File: src/rtl/hpdcache_l15_req_arbiter.sv
// Round-robin arbiter merging N requester ports onto one L1.5 adapter request
// channel, with the grant locked while backpressured, plus a pid-routed response demux.
module hpdcache_l15_req_arbiter #(
    parameter int N      = 5,
    parameter int REQ_W  = 128,
    parameter int RESP_W = 264,
    parameter int PID_W  = 3
) (
    input  logic                 clk_i,
    input  logic                 rst_ni,

    input  logic [N-1:0]         req_valid_i,
    output logic [N-1:0]         req_ready_o,
    input  logic [N*REQ_W-1:0]   req_i,

    output logic                 arb_valid_o,
    input  logic                 arb_ready_i,
    output logic [REQ_W-1:0]     arb_req_o,
    output logic [N-1:0]         arb_index_o,
    output logic [PID_W-1:0]     arb_pid_o,

    input  logic                 resp_valid_i,
    output logic                 resp_ready_o,
    input  logic [PID_W-1:0]     resp_pid_i,
    input  logic [RESP_W-1:0]    resp_i,

    output logic [N-1:0]         resp_valid_o,
    input  logic [N-1:0]         resp_ready_i,
    output logic [RESP_W-1:0]    resp_o,
    output logic                 pid_err_o
);

    localparam logic [PID_W:0]   N_EXT    = (PID_W+1)'(N);
    localparam logic [PID_W-1:0] LAST_PID = PID_W'(N-1);

    logic [PID_W-1:0] r_ptr;
    logic [PID_W-1:0] r_gnt;
    logic             r_lock;
    logic             r_pid_err;

    logic [2*N-1:0]   w_rot;
    logic [PID_W:0]   w_sum;
    logic [PID_W-1:0] w_rr_gnt;
    logic             w_any;
    logic [PID_W-1:0] w_gnt;
    logic [PID_W-1:0] w_gnt_inc;
    logic             w_valid;
    logic             w_hs;
    logic             w_pid_ok;
    logic             w_port_ready;

    // Rotate the valids so bit 0 is the pointer position; the first set bit
    // i maps back to port (ptr + i) mod N.
    always_comb begin
        w_rot    = {req_valid_i, req_valid_i} >> r_ptr;
        w_rr_gnt = '0;
        w_any    = 1'b0;
        w_sum    = '0;
        for (int i = 0; i < N; i++) begin
            if (!w_any && w_rot[i]) begin
                w_any = 1'b1;
                w_sum = {1'b0, r_ptr} + (PID_W+1)'(i);
                if (w_sum >= N_EXT) begin
                    w_sum = w_sum - N_EXT;
                end
                w_rr_gnt = w_sum[PID_W-1:0];
            end
        end
    end

    // A locked grant is presented even if the requester illegally drops valid.
    assign w_gnt     = r_lock ? r_gnt : w_rr_gnt;
    assign w_valid   = r_lock | w_any;
    assign w_hs      = w_valid & arb_ready_i;
    assign w_gnt_inc = (w_gnt == LAST_PID) ? '0 : w_gnt + 1'b1;

    assign arb_valid_o = w_valid;
    assign arb_pid_o   = w_valid ? w_gnt : '0;
    assign arb_req_o   = req_i[int'(w_gnt)*REQ_W +: REQ_W];

    generate
        for (genvar gi = 0; gi < N; gi++) begin : g_port
            assign arb_index_o[gi]  = w_valid && (w_gnt == PID_W'(gi));
            assign req_ready_o[gi]  = arb_ready_i && arb_index_o[gi];
            assign resp_valid_o[gi] = resp_valid_i && (resp_pid_i == PID_W'(gi));
        end
    endgenerate

    assign w_pid_ok = {1'b0, resp_pid_i} < N_EXT;

    always_comb begin
        w_port_ready = 1'b0;
        for (int k = 0; k < N; k++) begin
            if (resp_pid_i == PID_W'(k)) begin
                w_port_ready = resp_ready_i[k];
            end
        end
    end

    // Out-of-range ids are acknowledged so the adapter never stalls on them.
    assign resp_ready_o = w_pid_ok ? w_port_ready : 1'b1;
    assign resp_o       = resp_i;
    assign pid_err_o    = r_pid_err;

    always_ff @(posedge clk_i or negedge rst_ni) begin
        if (!rst_ni) begin
            r_ptr     <= '0;
            r_gnt     <= '0;
            r_lock    <= 1'b0;
            r_pid_err <= 1'b0;
        end else begin
            if (w_hs) begin
                r_lock <= 1'b0;
                r_ptr  <= w_gnt_inc;
            end else if (w_valid) begin
                r_lock <= 1'b1;
                r_gnt  <= w_gnt;
            end
            if (resp_valid_i && !w_pid_ok) begin
                r_pid_err <= 1'b1;
            end
        end
    end

endmodule

File: config.mk
export PLATFORM = sky130hd
export DESIGN_NAME = hpdcache_l15_req_arbiter
export DESIGN_NICKNAME = d
export VERILOG_FILES = /design/src/rtl/hpdcache_l15_req_arbiter.sv
export SDC_FILE = /design/constraint.sdc
export NUM_CORES = 1
export LEC_CHECK = 0
export ABC_AREA = 1
export CORE_AREA = 2 2 526 528
export DETAILED_ROUTE_END_ITERATION = 16
export DIE_AREA = 0 0 528 530
export MAX_ROUTING_LAYER = met4
export PLACE_DENSITY = 0.3
export SYNTH_ARGS = -nofsm -noshare
export SYNTH_HDL_FRONTEND = slang
export SYNTH_SLANG_ARGS = --single-unit
File: constraint.sdc
create_clock -name clk_i -period 4.2 [get_ports clk_i]
set_clock_uncertainty 0.15 [all_clocks]
set_input_delay 1.26 -clock clk_i [delete_from_list [all_inputs] [get_ports clk_i]]
set_output_delay 1.26 -clock clk_i [all_outputs]
set_load 0.005 [all_outputs]
==> flow_summary.yaml <==
yosys:
  synth_area_mm2: 0.0109
  synth_most_common_cell: "nand2_1"
  synth_nets: 3163
  ys_types: 35
  synth_area_leaders: "nand2_1, nand3_1, buf_4"
  yosysSeqAreaShare_pct: 1.84
  synthAdderAreaFrac_pct: 1.22
  synth.area.mux_share_pct: 0
  synth_top_family_by_area: "simple AND/OR/NAND/NOR gates"
  synth_area_leader_cell: "nand2_1"
  synth_compound_area_share_pct: 1.22
  synth-xor-area-share_pct: 0.321
  synthSimpleGateAreaFrac_pct: 67.3
  yosys-top-cells-count: "nand2_1, nand3_1, buf_4, buf_2, clkbuf_1"
  ys_seq_elements: 8
  synth_edf_count: 0
  postSynthCellCount: 2232
  synthArstFlopShare_pct: 100
  synth_top_area_share_pct: 33.7
  synth_flop_cell: "dfrtp_1"
  yosys_warnings: 0
  syn_area_per_cell_um2: 4.88
clock_network:
  numCtsBuffers: 3
  cts_tree: "done"
  ctsHoldBuffers: 0
  clockRootBuffer: "clkbuf_16"
  worst_skew_pair.late_latency_ns: 0.24
  cts_sinks: 8
  clock_path_buffers: 2
  cts.clk_slew.worst_paths_ns: 0.04
  htree_levels: 1
placement:
  gp_congestion: 0.875
  detailed_place.area_mm2: 0.0235
  dp.cells: 6428
  place_ws_ns: -1.98
  numPortBuffers: 805
  dp.final_hpwl_mm: 169
timing:
  setup_slack_ns: -0.871
  maxSlewViolCount: 0
  max_clock_freq_mhz: 197
  tightest_slew_ns: 0.549
  rsz0062_at_grt: "yes"
  period_minus_slack_ns: 5.07
  slew_headroom_pct: 63.3
  setup_violations: 142
  holdWs_ns: 0.368
  fin_crit_sh_pct: 121
  finalHoldViolCount: 0
floorplanning:
  fp.dieH_um: 530
  start_util_pct: 3.97
  die_width_um: 528
  coreArea_mm2: 0.275
  rows: 193
  io_pins: 1334
  die_area_mm2: 0.280
critical_path:
  r2r_setup_slack_ns: 0.98
  critPathArrivalTime_ns: 3.66
  cp-start-kind: "input port"
  crit_buf_inv: 7
  crit_path_cell_trace: "buf_6 -> nand2_4 -> nand3_4 -> buf_6 -> nand3_4 -> nand2_4 -> nor2_4 -> nand4_4 -> or2_1 -> nand3_2 -> and2b_4 -> buf_12 -> buf_12 -> buf_12 -> buf_12 -> nand2_1 -> nand2_1 -> nand2_2 -> nand2_2 -> buf_2"
  r2r_cells: 22
  critPathRequiredTime_ns: 2.79
  timing.rr.end: "r_ptr[0]$_DFFE_PN0P_"
  cpPeakStageDelay_ns: 0.26
  cp-end-kind: "primary output"
  crit_start: "req_valid_i[2]"
  critPathKind: "input port to primary output"
  crit_slowest_cell: "or2_1"
  cp_max_fo: 7
  crit_family: "simple AND/OR/NAND/NOR gates"
  r2r_start: "r_ptr[0]$_DFFE_PN0P_"
  cp_common_cell: "buf_12"
final_layout:
  final_core_util_pct: 10.8
  area.growth.synth_to_final_pct: 173
  final_cells: 6742
  final_cell_area_mm2: 0.0298
  fill_cells: 32100
  seq_area_um2: 201
  multi_input_area_mm2: 0.0101
  drive_above_1_share_pct: 35.5
  finalNetCount: 3994
route:
  dr_total_vias: 19100
  wl_per_cell_um: 30.4
  drc: 0
  drtIter0Drc: 799
  routed_wl_mm: 205
  drtAntennaViolNets: 0
  dr.pass1.iters: 5
  viasPerCell: 2.84
worst_hold_path:
  hold_end: "r_gnt[2]$_DFFE_PN0P_"
  min_path_type: "flop to flop"
  hold_path_startpoint: "r_gnt[2]$_DFFE_PN0P_"
  min_path_cells: 2
run_status:
  violations: "setup timing"
  status: "finished, violations left"
global_route:
  grt_pass1_vias: 18800
  antenna_found_initial: 138
  grt_usage_pct: 13.7
  grt_max_degree: 58
  grt_pass1_wl_mm: 236
  grt_overflow_total: 0
pwr:
  peakVddDrop_uv: 532
  power_density_mw_per_mm2: 1200
  p_leak_uw: 0.0127
run:
  drv_cap: 0
[cell type report]
cell class | count | area share (%)
tap | 3607 | 15.2
timing repair buffer | 1277 | 48.6
timing repair inverter | 1 | 0.0546
multi-input combinational | 1743 | 34.0
antenna | 73 | 0.614
clock buffer | 4 | 0.265
inverter | 29 | 0.546
sequential | 8 | 0.677
[power breakdown]
part           total, uW  switching (uW)  internal [uW]
clock                176            48.0            128
combinational      35400           18600          16800
sequential           148            38.9            109
total              35800           18700          17000
[cell families after synthesis]
family / count (synthesis)
and+or+nand+nor: 1707
buffers and inverters: 481
AOI/OAI and AO/OA: 22
adders and majority gates: 10
DFF: 8
xor gates and xnor gates: 4
[registers in the layout, summed over array words and instances, names as in the netlist]
name and count:
r_ptr 3, r_gnt 3, r_lock 1, pid_err_o 1
[per-layer routing]
layer / track usage [%] / routed length (um) / vias to the layer above
met5: - / 0 / -
met4: 4.35 / 7960 / 0
met3: 10.1 / 33500 / 345
met2: 23.5 / 100000 / 1214
met1: 11.6 / 62900 / 8784
li1: - / - / 8793
[stage by stage]
stage                     power, uW  setup TNS [ns]
after floorplan               10100           -1.74
after global placement        24700         -243.46
after CTS                     30900         -142.03
final                         35800         -104.50
after detailed placement      24600         -243.74
after global routing          38400         -123.73
[worst max-delay path by stage]
stage                     endpoint  cells after the start  slack [ns]
floorplan           req_ready_o[3]                     16       -0.08
global placement     arb_req_o[40]                     20       -2.02
detailed placement   arb_req_o[40]                     20       -1.98
CTS                  arb_req_o[58]                     21       -1.25
global route         arb_req_o[94]                     23       -1.01
finish               arb_req_o[75]                     20       -0.87
[worst reg2reg max path: stages, from the launching register on]
cell and delay, ns:
dfrtp_2 0.43, buf_4 0.20, buf_4 0.20, nand2_4 0.10, nand3_4 0.11, nand2_4 0.10
nand2_4 0.07, nand2_8 0.11, nand2_4 0.06, nor2_4 0.12, buf_6 0.11, o2111ai_2 0.08
nand3_1 0.13, nand2_2 0.09, nand2_8 0.19, buf_12 0.15, buf_16 0.17, buf_12 0.13
nand3_4 0.07, buf_6 0.12, nor2_4 0.07, buf_6 0.12, nor2_1 0.04
[cell usage in the layout, fill, tap and decap left out, types with 9 or more instances in the layout]
| cell type | Yosys | layout |
|---|---|---|
| clkbuf_2 | 0 | 17 |
| inv_1 | 24 | 17 |
| nor2_1 | 26 | 14 |
| nor2_4 | 0 | 9 |
| nand3_1 | 673 | 504 |
| nand2_4 | 1 | 72 |
| clkbuf_16 | 0 | 27 |
| nand2_8 | 0 | 12 |
| buf_8 | 10 | 39 |
| buf_16 | 0 | 36 |
| buf_6 | 2 | 130 |
| nand3_4 | 0 | 45 |
| nand3_2 | 3 | 127 |
| diode_2 | 0 | 73 |
| clkdlybuf4s50_1 | 0 | 653 |
| nand2_1 | 980 | 730 |
| nand2_2 | 5 | 172 |
| buf_12 | 0 | 118 |
| buf_2 | 99 | 71 |
| dlymetal6s2s_1 | 0 | 10 |
| o21ai_0 | 11 | 9 |
| buf_4 | 269 | 175 |
[timing repair]
action                                  CTS  global route
endpoints found under the hold margin     0             0
pin swaps                                76           253
setup buffers                            97           137
gates resized for setup                 611           783
endpoints found under the setup margin  147           147
gates cloned                             29            30
No activity file was read; power rests on OpenSTA's default activity.
